==> src/rtl/instr_fetch.sv <==
// Multicycle instruction fetch: PC latch, memory read handshake,
// instruction register and MIPS field decode. Optional IF_TIMEOUT_EN.
module instr_fetch #(
    parameter int ADDR_W      = 32,
    parameter int DATA_W      = 32,
    parameter int TIMEOUT_CYC = 16
) (
    input  logic              Clk,
    input  logic              Reset,
    input  logic              Start,
    input  logic [ADDR_W-1:0] PC,
    output logic [ADDR_W-1:0] MemAddr,
    output logic              MemRead,
    input  logic              MemReady,
    input  logic [DATA_W-1:0] MemData,
    output logic              Busy,
    output logic              IRValid,
    output logic [DATA_W-1:0] Instr,
    output logic [5:0]        Opcode,
    output logic [4:0]        Rs,
    output logic [4:0]        Rt,
    output logic [4:0]        Rd,
    output logic [4:0]        Shamt,
    output logic [5:0]        Funct,
    output logic [15:0]       Imm16,
    output logic [25:0]       Jaddr,
    output logic              AddrErr,
    output logic              Timeout
);

    typedef enum logic [1:0] {
        IDLE = 2'd0,
        REQ  = 2'd1,
        DONE = 2'd2,
        ERR  = 2'd3
    } state_t;

    state_t            state_q;
    logic [ADDR_W-1:0] mem_addr_q;
    logic [DATA_W-1:0] instr_q;
    logic              mem_read_q;
    logic              busy_q;
    logic              ir_valid_q;
    logic              addr_err_q;
    logic              aligned;

    assign aligned = (PC[1:0] == 2'b00);

`ifdef IF_TIMEOUT_EN
    localparam int CNT_W = $clog2(TIMEOUT_CYC + 1);
    localparam logic [CNT_W-1:0] TO_LAST = CNT_W'(TIMEOUT_CYC - 1);

    logic [CNT_W-1:0] to_cnt_q;
    logic [CNT_W-1:0] to_cnt_d;
    logic             timeout_q;

    // Next value of the REQ wait counter.
    always_comb begin
        to_cnt_d = to_cnt_q + CNT_W'(1);
    end
`endif

    // Fetch FSM; every status output is a register so none of them
    // depends combinationally on an input.
    always_ff @(posedge Clk or posedge Reset) begin
        if (Reset) begin
            state_q    <= IDLE;
            mem_addr_q <= '0;
            instr_q    <= '0;
            mem_read_q <= 1'b0;
            busy_q     <= 1'b0;
            ir_valid_q <= 1'b0;
            addr_err_q <= 1'b0;
`ifdef IF_TIMEOUT_EN
            to_cnt_q   <= '0;
            timeout_q  <= 1'b0;
`endif
        end else begin
            ir_valid_q <= 1'b0;
            addr_err_q <= 1'b0;
`ifdef IF_TIMEOUT_EN
            timeout_q  <= 1'b0;
`endif
            unique case (state_q)
                IDLE: begin
                    if (Start) begin
                        busy_q <= 1'b1;
                        if (aligned) begin
                            mem_addr_q <= PC;
                            mem_read_q <= 1'b1;
                            state_q    <= REQ;
`ifdef IF_TIMEOUT_EN
                            to_cnt_q   <= '0;
`endif
                        end else begin
                            addr_err_q <= 1'b1;
                            state_q    <= ERR;
                        end
                    end
                end
                REQ: begin
                    if (MemReady) begin
                        instr_q    <= MemData;
                        mem_read_q <= 1'b0;
                        ir_valid_q <= 1'b1;
                        state_q    <= DONE;
                    end
`ifdef IF_TIMEOUT_EN
                    else if (to_cnt_q == TO_LAST) begin
                        mem_read_q <= 1'b0;
                        timeout_q  <= 1'b1;
                        state_q    <= ERR;
                    end else begin
                        to_cnt_q <= to_cnt_d;
                    end
`endif
                end
                DONE: begin
                    busy_q  <= 1'b0;
                    state_q <= IDLE;
                end
                ERR: begin
                    busy_q  <= 1'b0;
                    state_q <= IDLE;
                end
                default: begin
                    mem_read_q <= 1'b0;
                    busy_q     <= 1'b0;
                    state_q    <= IDLE;
                end
            endcase
        end
    end

    assign MemAddr = mem_addr_q;
    assign MemRead = mem_read_q;
    assign Busy    = busy_q;
    assign IRValid = ir_valid_q;
    assign AddrErr = addr_err_q;
    assign Instr   = instr_q;

`ifdef IF_TIMEOUT_EN
    assign Timeout = timeout_q;
`else
    assign Timeout = 1'b0;
`endif

    // Field slices follow the instruction register directly.
    assign Opcode = instr_q[31:26];
    assign Rs     = instr_q[25:21];
    assign Rt     = instr_q[20:16];
    assign Rd     = instr_q[15:11];
    assign Shamt  = instr_q[10:6];
    assign Funct  = instr_q[5:0];
    assign Imm16  = instr_q[15:0];
    assign Jaddr  = instr_q[25:0];

endmodule

==> config.mk <==
export PLATFORM = sky130hd
export DESIGN_NAME = instr_fetch
export DESIGN_NICKNAME = d
export VERILOG_FILES = /design/src/rtl/instr_fetch.sv
export SDC_FILE = /design/constraint.sdc
export NUM_CORES = 1
export LEC_CHECK = 0
export ABC_AREA = 1
export CORE_UTILIZATION = 35
export DETAILED_ROUTE_END_ITERATION = 8
export PLACE_DENSITY = 0.78
export SKIP_CTS_REPAIR_TIMING = 1
export SYNTH_ARGS = -nofsm -noshare
export SYNTH_HDL_FRONTEND = slang
export SYNTH_SLANG_ARGS = --single-unit
export TNS_END_PERCENT = 50
==> constraint.sdc <==
create_clock -name Clk -period 2.2 [get_ports Clk]
set_clock_uncertainty 0.05 [all_clocks]
set_input_delay 0.22 -clock Clk [delete_from_list [all_inputs] [get_ports Clk]]
set_output_delay 0.22 -clock Clk [all_outputs]
set_load 0.005 [all_outputs]
==> summary.md, run 1 <==
| Metric | Value |
|---|---|
| Status | `completed` |
| Routed vias/inst | `about 4.1` |
| CORE AREA | `9371 um2` |
| WP buf/inv | `1` |
| R2R setup slack | `between 0.6 and 0.7 ns` |
| DRC | `0` |
| CTS buffer count | `9` |
| Clk pin slew, worst setup/hold paths | `around 0.080 ns` |
| Slowest CP cell | `clkdlybuf4s50_1` |
| Final Power | `7.133 mW` |
| FF-to-FF path depth | `5` |
| Synth top area share | `0.5108` |
| Placement Setup Slack | `around 0.46 ns` |
| Reg area | `1752 um2` |
| Fin util | `0.5644` |
| Worst EP arrival | `1.31 ns` |
| Post-Synth Adder-Cell Area | `0` |
| Tcrit/Tclk final | `0.7169` |
| XOR/XNOR Fraction of Synth Area | `0` |
| TritonCTS clock tree | `yes` |
| CTS root buffer | `clkbuf_8` |
| Crit Path Max Fanout | `5` |
| Post-Layout Cell Count | `646` |
| CP Launch Point | `Instr[10]$_DFFE_PP0P_` |
| Final #Nets | `580` |
| Mean Syn Cell Area | `9.170 um2` |
| Synth unique cells | `18` |
| Top Ports | `211` |
| Die ar. | `10,200 um2` |
| Crit path largest cell delay | `~0.54 ns` |
| Overflow after GRT | `0` |
| 1st-iter DRT viols | `48` |
| H-tree depth | `3` |
| RR Endpoint | `MemAddr[27]$_DFFE_PP0P_` |
| Crit path cell chain | `clkdlybuf4s50_1` |
| Cell Area, Placed | `roughly 5100 um2` |
| Worst slew pin tran | `0.5667 ns` |
| Synth top area cells | `dfrtp_1 (51%), buf_4 (16%), nand2_1 (15%)` |
| Setup TNS | `0 ns` |
| Commonest non-fill, non-tap cells in the layout | `clkdlybuf4s50_1 (209), nand2_1 (136), dfrtp_1 (70)` |
| Max VDD drop | `0.5662 mV` |
| Crit path required time | `1.93 ns` |
| Layout cells sized above 1 | `0.1122` |
| Diode count | `0` |
| Fill count | `837` |
| RSZ-0062 raised after global routing | `false` |
| Synth area leader | `dfrtp_1` |
| Synth Instances | `374` |
| Highest clock rate | `634.0 MHz` |
| Largest net degree at the start of global routing | `42` |
| P_leak | `2.528 nW` |
| WL per Instance | `12.22 um` |
| First-pass GRT wire length | `12.71 mm` |
| Inst Count DP | `630` |
| Fin. Hold Viols | `0` |
| MaxCap Viol Count | `0` |
| Hold crit path type | `input port to asynchronous set/reset pin` |
| HPWL after DPL | `6.132 mm` |
| Seq/Total Area, Yosys | `0.5108` |
| Die width | `101.0 um` |
| Longest Clk Path Bufs | `2` |
| Largest family of logic cells by synthesized area | `buffers and inverters` |
| Setup crit start kind | `flip-flop` |
| Register bit total from synthesis | `70` |
| Synth Area in Simple Gates | `0.1634` |
| Area of the multi-input gates | `844.6 um2` |
| WS Path Type | `flip-flop to primary output` |
| Hold WS | `~0.12 ns` |
| Clk sink count | `70` |
| Final Max Tran Viols | `0` |
| Site row count | `35` |
| Commonest non-fill, non-tap cell in the layout | `clkdlybuf4s50_1` |
| Final setup violation count | `0` |
| ANT nets after route | `0` |
| Final wirelength | `roughly 7.9 mm` |
| Critical Path Stages | `1` |
| Crit. End Element | `primary output` |
| R2R Path Start | `state_q[1]$_DFFE_PP0P_` |
| Worst setup margin | `0.6228 ns` |
| Cell area after layout | `around 5300 um2` |
| Pwr dens | `around 1300 nW/um2` |
| Max-slew headroom | `0.6217` |
| Via Count | `2,675` |
| Post-Syn Area | `3430 um2` |
| Synth Net Count | `442` |
| Synth Area in Compound Gates | `0.08172` |
| Multiplexer share of the synthesized area | `0` |
| CP top delay family | `buffers and inverters` |
| Initial Util | `0.3660` |
| DRT Pass-1 Iters | `4` |
| Fin crit period | `1.577 ns` |
| Vias in the first global route | `2,591` |
| Initial antenna violation count | `0` |
| GPL Wtd Cong | `0.7166` |
| Area Growth Syn to Fin | `54.21%` |
| Port bufs | `209` |
| Syn. warnings | `0` |
| Critical path destination | `Shamt[4]` |
| Clk_lat worst skew | `between 0.3 and 0.4 ns` |
| GRT Total Usage | `0.1618` |
| Die Ht | `101.0 um` |
[cell families after synthesis]
logic type	count (synthesis)
AND/OR/NAND/NOR	142
flip-flops	70
other	1
buffers and inverters	128
AO/OA/AOI/OAI	33
[cell usage after synthesis, drive strengths merged]
cell type / number
nor2: 3
conb: 1
buf: 87
dfrtp: 70
a22oi: 1
nand2: 137
a21oi: 1
inv: 41
nand3: 2
o21ai: 31
[how the worst min path moves through the flow]
stage	endpoint	startpoint	cells past startpoint
final	Instr[12]$_DFFE_PP0P_	Reset	2
after CTS	Instr[12]$_DFFE_PP0P_	Reset	2
after detailed placement	MemAddr[1]$_DFFE_PP0P_	MemAddr[1]$_DFFE_PP0P_	2
after global placement	MemAddr[0]$_DFFE_PP0P_	MemAddr[0]$_DFFE_PP0P_	2
after global routing	Instr[26]$_DFFE_PP0P_	Reset	2
after floorplan	Instr[0]$_DFFE_PP0P_	MemData[0]	2
[final cells by class]
class,instances,area share
clock buffers,9,0.02342
clock inverters,7,0.01869
multi-input cells,176,0.1597
inverters,41,0.02910
flip-flops and latches,70,0.3312
well taps,129,0.03052
repair buffers,214,0.4074
[per-layer routing]
layer | vias to the layer above | track usage | share of wire
met1 | 1226 | 0.1915 | 0.40
met4 | 0 | 0.06020 | 0.012
met3 | 9 | 0.04646 | 0.087
li1 | 1320 | - | -
met5 | - | 0 | 0
met2 | 120 | 0.2787 | 0.50
[registers in the layout, indices dropped and copies added (netlist names)]
register  flops
MemRead       1
Instr        32
AddrErr       1
MemAddr      32
state_q       2
IRValid       1
Busy          1
[power by group]
part	total [mW]	leakage, nW	switching [mW]	internal, mW
clock	1.14	0.109	0.495	0.641
sequential	2.39	0.878	0.509	1.88
combinational	3.61	1.54	1.20	2.41
total	7.13	2.53	2.21	4.93
No activity file was read; power rests on OpenSTA's default activity.
==> run 2: changes to the inputs <==
- CORE_UTILIZATION: 35 -> 34
- PLACE_DENSITY: 0.78 -> 0.79
- clock period: 2.2 -> 1.4 ns (I/O delays scaled with it)
==> summary.md, run 2 (synthesized netlist as in run 1, its figures left out) <==
| Metric | Value |
|---|---|
| Longest Clk Path Bufs | `2 (unchanged)` |
| Critical Path Stages | `3 (+2)` |
| CTS buffer count | `9 (unchanged)` |
| Hold crit path type | `input port to asynchronous set/reset pin` |
| Crit Path Max Fanout | `3 (-2)` |
| WP buf/inv | `3 (+2)` |
| ANT nets after route | `0 (unchanged)` |
| Cell mode on critical path | `buf_4` |
| Largest net degree at the start of global routing | `40 (-4.8%)` |
| Top Ports | `211 (unchanged)` |
| Highest clock rate | `744.7 MHz` |
| P_leak | `4.411 nW (+75%)` |
| Crit path cell chain | `buf_4 -> buf_4 -> dlymetal6s2s_1` |
| Layout cells sized above 1 | `0.1568 (+0.04464)` |
| TritonCTS clock tree | `yes` |
| Final wirelength | `9.231 mm (+17%)` |
| Tcrit/Tclk final | `0.9592` |
| R2R Path Start | `state_q[1]$_DFFE_PP0P_` |
| MaxCap Viol Count | `0 (unchanged)` |
| Clk_lat worst skew | `0.34 ns (about the same)` |
| Area Growth Syn to Fin | `70.08%` |
| GR Layer Usage met3 | `0.05814 (+0.01168)` |
| GRT busiest layer | `met2` |
| Final Power | `10.91 mW (+53%)` |
| Setup crit start kind | `flip-flop` |
| Slowest CP cell | `dfrtp_1` |
| DRT Pass-1 Iters | `4 (unchanged)` |
| Via Count | `2,813 (+5.2%)` |
| Initial Util | `0.3509 (-0.01508)` |
| Crit path largest cell delay | `0.40 ns (-0.14 ns)` |
| CTS root buffer | `clkbuf_8` |
| Worst EP arrival | `1.15 ns (-0.16 ns)` |
| Port bufs | `209 (unchanged)` |
| Clk pin slew, worst setup/hold paths | `0.08 ns (about the same)` |
| 1st-iter DRT viols | `37 (-23%)` |
| Die Ht | `102.4 um (+1.4%)` |
| Clk sink count | `70 (unchanged)` |
| Setup TNS | `0 ns (unchanged)` |
| Fill count | `793 (-5.3%)` |
| Final setup violation count | `0 (unchanged)` |
| Placement Setup Slack | `-0.01044 ns (-0.4690 ns)` |
| WS Path Type | `flip-flop to primary output` |
| Final Max Tran Viols | `0 (unchanged)` |
| Vias in the first global route | `2,561 (-1.2%)` |
| Crit path required time | `1.21 ns (-0.72 ns)` |
| Initial antenna violation count | `0 (unchanged)` |
| R2R setup slack | `0.11 ns (-0.58 ns)` |
| Pwr dens | `1870 nW/um2 (+39%)` |
| RSZ-0062 raised after global routing | `false` |
| Fin. Hold Viols | `0 (unchanged)` |
| GRT Total Usage | `0.1560 (-0.005817)` |
| Status | `completed` |
| Crit. End Element | `primary output` |
| DRC | `0 (unchanged)` |
| Fin util | `0.5968 (+0.03242)` |
| Cell Area, Placed | `5135 um2 (+1.4%)` |
| Max VDD drop | `0.6827 mV (+21%)` |
| Overflow after GRT | `0 (unchanged)` |
| Site row count | `36 (+2.9%)` |
| Final #Nets | `605 (+4.3%)` |
| Diode count | `0 (unchanged)` |
| Cell area after layout | `5833 um2 (+10%)` |
| Commonest non-fill, non-tap cells in the layout | `dlymetal6s2s_1 (142), nand2_1 (136), dfrtp_1 (68)` |
| HPWL after DPL | `6.455 mm (+5.3%)` |
| Commonest non-fill, non-tap cell in the layout | `dlymetal6s2s_1` |
| Die width | `102.4 um (+1.4%)` |
| RR Endpoint | `MemAddr[3]$_DFFE_PP0P_` |
| GPL Wtd Cong | `0.6754 (-5.7%)` |
| Die ar. | `10,490 um2 (+2.9%)` |
| Fin crit period | `1.343 ns` |
| Routed vias/inst | `4.167 (+0.64%)` |
| First-pass GRT wire length | `12.45 mm (-2.1%)` |
| Met1 Use GR | `0.1727 (-0.01878)` |
| Worst setup margin | `0.05719 ns (-0.5656 ns)` |
| CP top delay family | `buffers and inverters` |
| CORE AREA | `9774 um2 (+4.3%)` |
| Critical path destination | `Instr[11]` |
| H-tree depth | `3 (unchanged)` |
| WL per Instance | `13.68 um (+12%)` |
| CP Launch Point | `Instr[11]$_DFFE_PP0P_` |
| Global-route met2 utilization | `0.2687 (-0.009996)` |
| FF-to-FF path depth | `5 (unchanged)` |
==> run 2: cell count changes in the layout (fill, tap and decap cells not counted), sizes merged <==
| cell | change |
|---|---|
| clkdlybuf4s50 | -142 |
| dlymetal6s2s | +142 |
| buf | +25 |
| clkinvlp | +3 |
| bufinv | -2 |
| clkbuf | +1 |
| clkinv | -1 |
| inv | -1 |
==> run 2: report_power, final <==
| part | switching, mW | leakage (nW) | internal, mW | total, mW |
|---|---|---|---|---|
| Combinational | 2.17 | 3.45 | 3.65 | 5.82 |
| Sequential | 0.676 | 0.876 | 2.96 | 3.63 |
| Clock | 0.774 | 0.0841 | 0.681 | 1.46 |
| Total | 3.62 | 4.41 | 7.29 | 10.9 |
==> run 2: through the flow <==
stage	hold WS [ns]	instances
final	0.1528	675
after global routing	0.1665	675
after CTS	0.1492	653
after detailed placement	0.4106	637
after global placement	0.4032	637
after floorplan	0.1996	374
==> run 2: area by class of cell <==
| type | count | area [um2] | area share |
|---|---|---|---|
| Sequential cell | 70 | 1754 | 0.3007 |
| Multi-Input combinational cell | 176 | 844.6 | 0.1448 |
| Inverter | 41 | 157.7 | 0.02703 |
| Timing Repair Buffer | 239 | 2735 | 0.4689 |
| Clock buffer | 10 | 137.6 | 0.02360 |
| Clock inverter | 6 | 37.54 | 0.006435 |
| Tap cell | 133 | 166.4 | 0.02853 |
==> run 2: layer usage <==
metal	vias to the layer above	part of all wire
li1	1367	-
met1	1310	0.37
met2	124	0.52
met3	12	0.094
met4	0	0.014
met5	-	0
==> run 2: tightest hold or removal path, stage by stage <==
cell,delay [ns]
clkdlybuf4s50_1,0.44
clkinvlp_4,0.11
buf_12,0.22
==> run 2: worst min path at each step <==
stage                           startpoint                      end  depth (start not counted)
floorplan                       MemData[0]     Instr[0]$_DFFE_PP0P_                          2
global placement    MemAddr[1]$_DFFE_PP0P_   MemAddr[1]$_DFFE_PP0P_                          2
detailed placement  MemAddr[1]$_DFFE_PP0P_   MemAddr[1]$_DFFE_PP0P_                          2
CTS                                  Reset  MemAddr[19]$_DFFE_PP0P_                          3
global route                         Reset  MemAddr[19]$_DFFE_PP0P_                          3
finish                               Reset  MemAddr[23]$_DFFE_PP0P_                          3
==> run 3: changes to the inputs <==
--- a/config.mk
+++ b/config.mk
@@ -14,3 +14,2 @@
 export SYNTH_HDL_FRONTEND = slang
 export SYNTH_SLANG_ARGS = --single-unit
-export TNS_END_PERCENT = 50
==> constraint.sdc (replaced) <==
create_clock -name Clk -period 1.4 [get_ports Clk]
set_clock_uncertainty 0.05 [all_clocks]
set_input_delay 0.28 -clock Clk [delete_from_list [all_inputs] [get_ports Clk]]
set_output_delay 0.28 -clock Clk [all_outputs]
set_load 0.005 [all_outputs]
==> summary.md, run 3 (synthesized netlist as in run 1, its figures left out) <==
| Metric | Value |
|---|---|
| R2R setup slack | `0.10 ns (about the same)` |
| Largest net degree at the start of global routing | `40 (unchanged)` |
| P_leak | `4.432 nW (+0.48%)` |
| Tcrit/Tclk final | `1.008 (+0.04908)` |
| Fin util | `0.6116 (+0.01485)` |
| Final Max Tran Viols | `0 (unchanged)` |
| Clk pin slew, worst setup/hold paths | `0.08 ns (about the same)` |
| Post-Layout Cell Count | `688 (+1.9%)` |
| Crit path required time | `1.07 ns (-0.14 ns)` |
| Final wirelength | `9.560 mm (+3.6%)` |
| H-tree depth | `3 (unchanged)` |
| Hold crit path type | `input port to asynchronous set/reset pin` |
| Fin. Hold Viols | `0 (unchanged)` |
| Area Growth Syn to Fin | `74.32%` |
| WL per Instance | `13.90 um (+1.6%)` |
| Port bufs | `209 (unchanged)` |
| Overflow after GRT | `0 (unchanged)` |
| Via Count | `2,938 (+4.4%)` |
| Cell Area, Placed | `5155 um2 (+0.39%)` |
| Diode count | `0 (unchanged)` |
| Setup crit start kind | `flip-flop` |
| Worst setup margin | `-0.01152 ns (-0.06871 ns)` |
| 1st-iter DRT viols | `43 (+16%)` |
| Clk_lat worst skew | `0.33 ns (about the same)` |
| GRT Total Usage | `0.1516 (-0.004444)` |
| Final #Nets | `618 (+2.1%)` |
| FF-to-FF path depth | `5 (unchanged)` |
| RSZ-0062 raised after global routing | `true` |
| CTS buffer count | `9 (unchanged)` |
| Crit. End Element | `primary output` |
| Layout cells sized above 1 | `0.1910 (+0.03416)` |
| First-pass GRT wire length | `12.07 mm (-3.0%)` |
| Commonest non-fill, non-tap cell in the layout | `nand2_1` |
| Inst Count DP | `638 (+0.16%)` |
| Crit path largest cell delay | `0.41 ns (about the same)` |
| Cell area after layout | `5978 um2 (+2.5%)` |
| Violated checks | `setup timing` |
| Die width | `102.4 um (unchanged)` |
| CP top delay family | `flip-flops` |
| Initial antenna violation count | `0 (unchanged)` |
| Vias in the first global route | `2,536 (-0.98%)` |
| Slowest CP cell | `dfrtp_1` |
| DRC | `0 (unchanged)` |
| Top Ports | `211 (unchanged)` |
| Hold WS | `0.2988 ns (+0.1459 ns)` |
| Initial Util | `0.3509 (unchanged)` |
| WP buf/inv | `3 (unchanged)` |
| R2R Path Start | `state_q[1]$_DFFE_PP0P_` |
| MaxCap Viol Count | `0 (unchanged)` |
| WS Path Type | `flip-flop to primary output` |
| Highest clock rate | `708.5 MHz (-4.9%)` |
| Crit path cell chain | `buf_6 -> buf_6 -> buf_6` |
| Crit Path Max Fanout | `3 (unchanged)` |
| CTS root buffer | `clkbuf_8` |
| Final Power | `11.60 mW (+6.3%)` |
| RR Endpoint | `MemAddr[27]$_DFFE_PP0P_` |
| Site row count | `36 (unchanged)` |
| Max VDD drop | `0.7831 mV (+15%)` |
| Die ar. | `10,490 um2 (unchanged)` |
| HPWL after DPL | `6.424 mm (-0.49%)` |
| Fin crit period | `1.412 ns (+0.06871 ns)` |
| Final setup violation count | `1 (+1)` |
| Worst EP arrival | `1.08 ns (-0.07 ns)` |
| TritonCTS clock tree | `yes` |
| GPL Wtd Cong | `0.6877 (+1.8%)` |
| Setup TNS | `-0.01152 ns (-0.01152 ns)` |
| Cell mode on critical path | `buf_6` |
| Routed vias/inst | `4.270 (+2.5%)` |
| ANT nets after route | `0 (unchanged)` |
| Commonest non-fill, non-tap cells in the layout | `nand2_1 (136), dlymetal6s2s_1 (135), dfrtp_1 (67), clkdlybuf4s50_1 (67), inv_1 (38)` |
| Clk sink count | `70 (unchanged)` |
| Status | `finished with violations` |
| Pwr dens | `1940 nW/um2 (+3.8%)` |
| Longest Clk Path Bufs | `2 (unchanged)` |
| CORE AREA | `9774 um2 (unchanged)` |
| Die Ht | `102.4 um (unchanged)` |
| Placement Setup Slack | `-0.1550 ns (-0.1445 ns)` |
| DRT Pass-1 Iters | `4 (unchanged)` |
## run 3: layout make-up
class	instances	area (um2)
inverter	41	157.7
multi-input combinational	176	844.6
tap	133	166.4
clock buffer	10	137.6
fill	761	3796
clock inverter	6	85.08
sequential	70	1755
timing repair buffer	252	2831
## run 3: how the worst max path moves through the flow
stage	startpoint	endpoint	depth (start not counted)
2_1_floorplan	state_q[1]$_DFFE_PP0P_	MemAddr[27]$_DFFE_PP0P_	5
3_3_place_gp	PC[0]	MemAddr[19]$_DFFE_PP0P_	8
3_5_place_dp	PC[0]	MemAddr[8]$_DFFE_PP0P_	8
4_1_cts	Instr[10]$_DFFE_PP0P_	Instr[10]	1
5_1_grt	Instr[17]$_DFFE_PP0P_	Jaddr[17]	3
6_report	Instr[17]$_DFFE_PP0P_	Jaddr[17]	3
## run 3: worst min-delay path, cell delays in order
cell             delay, ns
clkdlybuf4s50_1       0.44
clkinvlp_4            0.13
buf_12                0.20
## run 3: report_power, final
group          switching, mW  leakage (nW)  internal, mW
sequential             0.699         0.875          2.96
combinational           2.26          3.45          3.87
clock                  0.765         0.108          1.05
total                   3.73          4.43          7.87
## run 3: metal layers
layer	part of all wire	wire [um]	track usage
met1	0.36	3419	0.1605
met2	0.52	5014	0.2728
met3	0.11	1004	0.05472
met4	0.013	122	0.05934
met5	0	0	0
